[src/rtl/fixdiv_pkg.sv]
// fixdiv_pkg: shared constants and types for the iterative fixed-point divider.
//   DEF_W / DEF_FRAC   default operand width and fraction bits
//   DEF_QMAX / QMIN    saturation limits for the default width
//   DEF_ITERS          quotient bits produced per operation (one per cycle)
//   state_e            controller states
package fixdiv_pkg;

  localparam int DEF_W    = 16;
  localparam int DEF_FRAC = 8;

  localparam logic [DEF_W-1:0] DEF_QMAX = {1'b0, {(DEF_W-1){1'b1}}};
  localparam logic [DEF_W-1:0] DEF_QMIN = {1'b1, {(DEF_W-1){1'b0}}};

  // |dividend| << FRAC never exceeds 2^(W+FRAC-1), so W+FRAC restoring steps
  // cover every significant bit of the scaled dividend.
  function automatic int fixdiv_iters(input int w, input int frac);
    return w + frac;
  endfunction

  localparam int DEF_ITERS = fixdiv_iters(DEF_W, DEF_FRAC);

  typedef enum logic [1:0] {
    IDLE = 2'd0,
    ITER = 2'd1,
    FIN  = 2'd2
  } state_e;

endpackage

[src/rtl/fixdiv_step.sv]
// fixdiv_step: one combinational restoring-division step.
//   rem_i   partial remainder before the step (W+2 bits)
//   bit_i   next dividend bit, shifted into the remainder LSB
//   dvsr_i  divisor magnitude (W+1 bits)
//   rem_o   partial remainder after the step
//   q_o     quotient bit produced by this step
module fixdiv_step
  import fixdiv_pkg::*;
#(
  parameter int W = DEF_W
) (
  input  logic [W+1:0] rem_i,
  input  logic         bit_i,
  input  logic [W:0]   dvsr_i,
  output logic [W+1:0] rem_o,
  output logic         q_o
);

  // One guard bit above the shifted remainder keeps the compare exact.
  logic [W+2:0] shifted;
  logic [W+2:0] diff;

  // NOTE: every signal assigned in always_comb gets a value on every path,
  // otherwise synthesis infers a latch.
  always_comb begin
    shifted = {rem_i, bit_i};
    diff    = shifted - {2'b00, dvsr_i};
    q_o     = (shifted >= {2'b00, dvsr_i});
    rem_o   = q_o ? (W+2)'(diff) : (W+2)'(shifted);
  end

endmodule

[src/rtl/seq_fixdiv.sv]
// seq_fixdiv: iterative signed fixed-point divider, one quotient bit per cycle.
// Computes (dividend << FRAC) / divisor in Q(W-FRAC).FRAC, truncating toward
// zero and saturating to QMAX/QMIN.
//   clk, rst            clock (rising edge), async active-high reset
//   div_en              start request, honoured only when idle
//   dividend, divisor   signed operands, captured on the accepting edge
//   quotient            signed result, held until the next result
//   div_flag            one-cycle pulse: quotient valid
//   busy                operation in flight
//   div_by_zero         last operation had a zero divisor
//   overflow            last operation saturated
module seq_fixdiv
  import fixdiv_pkg::*;
#(
  parameter int W    = DEF_W,
  parameter int FRAC = DEF_FRAC
) (
  input  logic         clk,
  input  logic         rst,
  input  logic         div_en,
  input  logic [W-1:0] dividend,
  input  logic [W-1:0] divisor,
  output logic [W-1:0] quotient,
  output logic         div_flag,
  output logic         busy,
  output logic         div_by_zero,
  output logic         overflow
);

  localparam int SW = fixdiv_iters(W, FRAC);   // shift register / step count
  localparam int RW = W + 1 + FRAC;            // raw quotient width
  localparam int CW = $clog2(SW);

  localparam logic [W-1:0]  QMAX      = {1'b0, {(W-1){1'b1}}};
  localparam logic [W-1:0]  QMIN      = {1'b1, {(W-1){1'b0}}};
  localparam logic [RW-1:0] RAW_QMAX  = RW'(QMAX);
  localparam logic [RW-1:0] RAW_NEGLIM = RW'(1) << (W-1);

  state_e        state_q;
  logic          sign_q;
  logic [W:0]    dvd_abs_q;
  logic [W:0]    dvsr_abs_q;
  logic [SW-1:0] shreg_q;
  logic [W+1:0]  rem_q;
  logic [RW-1:0] raw_q;
  logic [CW-1:0] count_q;

  logic [W:0]    dvd_ext, dvsr_ext, dvd_abs, dvsr_abs;
  logic [W-1:0]  q_neg;
  logic [W+1:0]  rem_d;
  logic          qbit_d;

  // Magnitudes are W+1 bits so that |-2^(W-1)| is representable.
  always_comb begin
    dvd_ext  = {dividend[W-1], dividend};
    dvsr_ext = {divisor[W-1], divisor};
    dvd_abs  = dividend[W-1] ? -dvd_ext  : dvd_ext;
    dvsr_abs = divisor[W-1]  ? -dvsr_ext : dvsr_ext;
    q_neg    = -raw_q[W-1:0];
  end

  fixdiv_step #(.W(W)) u_step (
    .rem_i  (rem_q),
    .bit_i  (shreg_q[SW-1]),
    .dvsr_i (dvsr_abs_q),
    .rem_o  (rem_d),
    .q_o    (qbit_d)
  );

  // NOTE: all state, datapath registers included, is cleared by the async
  // reset so an aborted operation leaves nothing behind.
  always_ff @(posedge clk or posedge rst) begin
    if (rst) begin
      state_q     <= IDLE;
      sign_q      <= 1'b0;
      dvd_abs_q   <= '0;
      dvsr_abs_q  <= '0;
      shreg_q     <= '0;
      rem_q       <= '0;
      raw_q       <= '0;
      count_q     <= '0;
      quotient    <= '0;
      div_flag    <= 1'b0;
      busy        <= 1'b0;
      div_by_zero <= 1'b0;
      overflow    <= 1'b0;
    end else begin
      // NOTE: non-blocking assignments here so every register samples the
      // pre-edge values, independent of statement order.
      div_flag <= 1'b0;
      unique case (state_q)
        IDLE: begin
          if (div_en) begin
            sign_q      <= dividend[W-1] ^ divisor[W-1];
            dvd_abs_q   <= dvd_abs;
            dvsr_abs_q  <= dvsr_abs;
            shreg_q     <= SW'({dvd_abs, {FRAC{1'b0}}});
            rem_q       <= '0;
            raw_q       <= '0;
            count_q     <= CW'(SW - 1);
            div_by_zero <= 1'b0;
            overflow    <= 1'b0;
            busy        <= 1'b1;
            state_q     <= ITER;
          end
        end
        ITER: begin
          shreg_q <= {shreg_q[SW-2:0], 1'b0};
          rem_q   <= rem_d;
          raw_q   <= {raw_q[RW-2:0], qbit_d};
          if (count_q == '0) state_q <= FIN;
          else               count_q <= count_q - 1'b1;
        end
        FIN: begin
          if (dvsr_abs_q == '0) begin
            // Divisor sign bit is 0 here, so sign_q is the dividend's sign.
            div_by_zero <= 1'b1;
            if (dvd_abs_q == '0) quotient <= '0;
            else                 quotient <= sign_q ? QMIN : QMAX;
          end else if (!sign_q && raw_q > RAW_QMAX) begin
            quotient <= QMAX;
            overflow <= 1'b1;
          end else if (sign_q && raw_q > RAW_NEGLIM) begin
            quotient <= QMIN;
            overflow <= 1'b1;
          end else begin
            quotient <= sign_q ? q_neg : raw_q[W-1:0];
          end
          div_flag <= 1'b1;
          busy     <= 1'b0;
          state_q  <= IDLE;
        end
        default: state_q <= IDLE;
      endcase
    end
  end

endmodule

[config.mk]
export PLATFORM = sky130hd
export DESIGN_NAME = seq_fixdiv
export DESIGN_NICKNAME = d
export VERILOG_FILES = /design/src/rtl/fixdiv_pkg.sv /design/src/rtl/fixdiv_step.sv /design/src/rtl/seq_fixdiv.sv
export SDC_FILE = /design/constraint.sdc
export NUM_CORES = 1
export LEC_CHECK = 0
export ABC_CLOCK_PERIOD_IN_PS = 4300
export BUFFER_PORTS_ARGS = -buffer_cell sky130_fd_sc_hd__buf_2
export CAP_MARGIN = 20
export CORE_MARGIN = 2
export CORE_UTILIZATION = 50
export CTS_CLUSTER_DIAMETER = 120
export DETAILED_ROUTE_END_ITERATION = 12
export HOLD_SLACK_MARGIN = 0.15
export MAX_ROUTING_LAYER = met4
export PLACE_DENSITY = 0.67
export SLEW_MARGIN = 20
export SYNTH_ARGS = -nofsm -noshare
export SYNTH_HDL_FRONTEND = slang
export SYNTH_SLANG_ARGS = --single-unit
export TNS_END_PERCENT = 100
[constraint.sdc]
create_clock -name clk -period 4.3 [get_ports clk]
set_clock_uncertainty 0.15 [all_clocks]
set_input_delay 0.43 -clock clk [delete_from_list [all_inputs] [get_ports clk]]
set_output_delay 0.43 -clock clk [all_outputs]
set_load 0.01 [all_outputs]
## Word level (Yosys, flattened, before mapping)

Cells that the tools add are included.
W data, S select, Z words.

| word-level totals | value |
|---|---|
| register bits after elaboration | 129 |
| output and inout port bits | 20 |
| logic and storage cells | 77 |

| operators by class | value |
|---|---|
| add/sub/neg operators | 5 |
| $lt $le $gt $ge | 3 |
| equality and inequality tests | 8 |
| mux-type cells | 31 |
| bitwise operators | 1 |
| reductions and logical operators | 16 |

Operators with widths:

| cell | number |
|---|---|
| $mux W16 | 6 |
| $pmux W25 S2 | 1 |
| $pmux W24 S2 | 1 |
| $mux W18 | 2 |
| $pmux W18 S2 | 1 |
| $logic_not A17 Y1 | 2 |
| $mux W17 | 2 |
| $neg A17 Y17 | 2 |
| $gt A25 B15 Y1 const B | 1 |
| $gt A25 B16 Y1 const B | 1 |
| $mux W25 | 1 |
| $mux W24 | 1 |
| $ge A19 B17 Y1 | 1 |
| $sub A18 B17 Y18 | 1 |
| $neg A16 Y16 | 1 |
| $mux W5 | 2 |
| $ne A2 B2 Y1 const B | 5 |
| $pmux W5 S2 | 1 |
| $reduce_and A2 Y1 | 4 |
| $mux W1 | 7 |
| $pmux W1 S2 | 3 |
| $reduce_and A3 Y1 | 2 |
| $logic_not A5 Y1 | 1 |
| $sub A5 B1 Y5 const B | 1 |
| 11 further kinds | 14 |

## Depth between registers and ports, before layout

| depth | value |
|---|---|
| depth after elaboration | 6 |
| gate-level depth with buffers | 12 |
| depth with buffers taken out | 11 |

## Modules after synthesis

From an unflattened synthesis, not the netlist that was laid out.

| second synthesis, totals | value |
|---|---|
| cells, all modules | 754 |
| area, all modules | 7,085.5 um^2 |

By module, submodules not included:

| module | times used | cells an instance | area an instance (um^2) |
|---|---|---|---|
| seq_fixdiv | 1 | 579 | 5,829.3 |
| fixdiv_step | 1 | 175 | 1,256.2 |

## Worst setup path after synthesis

OpenSTA, ideal clock, no wires.

| path | value |
|---|---|
| path type | reg2reg |
| from | register dvsr_abs_q[14] |
| to | register rem_q[3] |
| library setup time | 104 ps |
| arrival time | 2,360 ps |
| path slack | 1,686 ps |
| cell stages (with the launch flop) | 13 |
| buffers on the path | 3 |
| clock period less this slack | 2,614 ps |
| cell sequence | dfrtp_1 > inv_1 > ha_1 > buf_6 > a21o_1 > o21bai_1 > a21o_1 > a2111oi_4 > and2_4 > buf_8 > buf_6 > nand3_1 > o311ai_1 |

| on the way | value |
|---|---|
| longest elaborated chain between the ends | 3 |

RTL lines:

| element | RTL line | text |
|---|---|---|
| start: declaration | seq_fixdiv.sv:42 | `logic [W:0] dvsr_abs_q;` |
| start signal: assignment | seq_fixdiv.sv:96 | `dvsr_abs_q <= dvsr_abs;` |
| $ge A19 B17 Y1 | fixdiv_step.sv:28 | `q_o = (shifted >= {2'b00, dvsr_i});` |
| $mux W18 | fixdiv_step.sv:29 | `rem_o = q_o ? (W+2)'(diff) : (W+2)'(shifted);` |
| $pmux W18 S2 | seq_fixdiv.sv:91 | `unique case (state_q)` |
| end signal: assignment | seq_fixdiv.sv:109 | `rem_q <= rem_d;` |
| end: declaration | seq_fixdiv.sv:44 | `logic [W+1:0] rem_q;` |

Every way passes these cells.
A chain may end at the register's enable or synchronous reset.

## Worst setup path after layout

| path | value |
|---|---|
| from | register dvsr_abs_q[14] |
| to | register rem_q[8] |

Same word-level chain as after synthesis.

==> results.toml <==
[worst_setup_path]
critPathMaxFanout = 30
crit_chain = "inv_1 > ha_1 > a21o_1 > o21bai_1 > a21o_1 > a2111oi_4 > and2_4 > mux2i_1 > o21ai_1"
start_kind = "register"
cpMostUsedCell = "a21o_1"
critPathCaptureType = "register"
worstPathArrival_ps = 3090
worst_ep_required_time_ps = 4410
path_buf_inv = 1
path_class = "reg -> reg"
max_stage_delay_ps = 440
critPathTopFamily = "compound AO/OA/AOI/OAI gates"
cpMaxStageDelayCell = "and2_4"

[logic_synthesis]
synth_commonest_cells = "dfrtp_1, nand2_1, o21ai_0, nor2_1, inv_1"
synth_edf_count = 0
synth_warnings = 0
synth_area_per_cell_um2 = 9.341
ys_ff_latch = 121
syn_inst = 739
async_flop_share_pct = 100.0
synth.most_common_cell = "dfrtp_1"
synth_top_area_share_pct = 43.86
yosys.area.top_type = "dfrtp_1"
syn-cell-area_mm2 = 0.006903
synth.distinct_cells = 66
synth_flop_cell = "dfrtp_1"
yosys-top-cells-area = "dfrtp_1, nand2_1, o21ai_0"
synthesis.nets = 798
seq_area_frac_synth_pct = 43.86

[finish]
seqCellArea_mm2 = 0.003028
antenna_cells = 0
final_util_pct = 58.85
nFillCells = 1182
finalNetCount = 836
synthToLayoutAreaGrowth_pct = 13.79
drive_gt1_share_pct = 13.20
multi_input_area_mm2 = 0.003578

[route]
drcViolationCount = 0
wirelength_mm = 16.04
vias = 5753
vias_per_cell = 5.968
wl_per_cell_um = 16.64
antenna_left = 0
dr.pass1.iters = 5
drt_iter0_drc = 510

[die]
io-pin-count = 55
rows = 42
start_util_pct = 51.72
core-area_mm2 = 0.01335
dieHeight_um = 121.5
chipWidth_um = 121.5
dieArea_mm2 = 0.01476

[timing]
max_freq_ghz = 0.3353
min_period_over_period_pct = 69.37
hold_violations = 0
finalMaxSlewViolations = 0
final.min_clock_period_ps = 2983
worstMarginPinSlew_ps = 1079
rsz0062_at_grt = "false"
maxSlewHeadroom_pct = 27.43
setup_viol = 0
setup_tns_ps = 0

[status]
outcome = "finished, final reports clean"

[place]
gp_congestion = 0.8775
numPortBuffers = 54
hpwl_mm = 11.06

[pwr]
comb_power_share_pct = 48.4
internal_power_mw = 3.856
vdd_drop_max_v = 0.0003679
powerDensity_mw_per_mm2 = 853.2
pwr-share-seq_pct = 31.0
power_leakage_nw = 3.459
pwr-share-clk_pct = 20.7
switching_power_mw = 2.846
switching_share_pct = 42.47

[cts]
cts_resized = 0
numCtsBuffers = 17
clk_latency_ps = 410
root_buffer = "clkbuf_16"
cts_tree = "done"
cts_sinks = 121
htree_levels = 4
clkTransAtPathRegs_ps = 50
cts_buffer_depth = 2

[global_routing]
track_usage_pct = 23.71
antenna_found_initial = 0
grt_pass1_wl_mm = 27.21
grt_pass1_vias = 5514
grt_max_degree = 75
overflow = 0

[run]
maxCapViolCount = 0

[hold_path]
min_path_type = "in -> reg"
[stage by stage]
step / std cells / power, mW / instance area [µm²] / hold slack (ps) / setup slack (ps)
5_1_grt: 964 / 7.190 / 7855 / 195.7 / 1176
2_1_floorplan: 739 / 4.571 / 6903 / 296.6 / 505.8
4_1_cts: 963 / 6.666 / 7835 / 177.6 / 1330
3_3_place_gp: 932 / 5.141 / 7253 / 306.6 / 1477
3_5_place_dp: 932 / 5.246 / 7253 / 320.2 / 1337
6_report: 964 / 6.702 / 7855 / 192.7 / 1317
[power by group through the flow]
stage / logic [mW] / registers (mW) / clock network (mW)
after floorplan: 2.70 / 1.87 / 0
after global placement: 3.08 / 2.06 / 0
after detailed placement: 3.17 / 2.07 / 0
after global routing: 3.60 / 2.14 / 1.46
after CTS: 3.20 / 2.06 / 1.40
final: 3.24 / 2.08 / 1.39
[worst min-delay path, stage by stage]
cell and delay (ps):
buf_2 100, xor2_1 60, o21ai_0 130
[flip-flops by register name, summed over array words and instances, names as in the netlist]
signal / count
state_q: 2
quotient: 16
dvsr_abs_q: 17
shreg_q: 16
count_q: 5
div_flag: 1
raw_q: 25
dvd_abs_q: 17
sign_q: 1
div_by_zero: 1
overflow: 1
busy: 1
rem_q: 18
[path summary, 6_finish.rpt]
check	startpoint	endpoint	slack (ps)	cells past startpoint
setup reg to reg	dvsr_abs_q[14]	rem_q[8]	1320	9
hold reg to reg	busy	busy	330	2
max in group asynchronous	rst	dvd_abs_q[11]	2500	4
setup / recovery	dvsr_abs_q[14]	rem_q[8]	1320	9
min in group asynchronous	rst	div_flag	630	3
hold / removal	divisor[13]	dvsr_abs_q[13]	190	3
[cells by family after synthesis]
kind of cell,share of synthesized area [%]
xor+xnor,5.963
simple gates,16.73
buf+inv,4.531
fa+ha+maj,4.459
flops,43.86
mux,0.8701
compound gates,23.58
[layer usage]
layer	global-route usage, %	routed length (µm)	part of all wire [%]	vias up
met1	32.66	7767	48	2798
met2	36.52	7368	46	159
met3	3.806	697	4.3	17
met4	6.968	205	1.3	0
li1	-	-	-	2779
met5	-	0	0	-
[final cells by class]
cell class	count	share of cell area, %
tap	176	2.803
clock buffer	23	6.085
multi-input combinational	544	45.56
clock inverter	7	1.195
sequential	121	38.55
timing repair buffer	60	4.205
inverter	33	1.609
[what timing repair did]
item,4_1_cts,5_1_grt
hold buffers,1,0
buffers inserted,0,0
setup endpoints to repair,0,0
hold endpoints to repair,72,0
[cells in the final DEF (no fill, tap or decap), drive strengths merged, types with 13 or more instances in the layout]
master  count
a21o       17
ha         23
inv        33
a21oi      26
a22o       23
nor4       15
nor3       15
nor2       48
clkbuf     23
o21ai      74
o31ai      17
xnor2      17
xor2       30
buf        59
nand2      93
dfrtp     121
nand3      13
(Power assumes the default switching activity.)
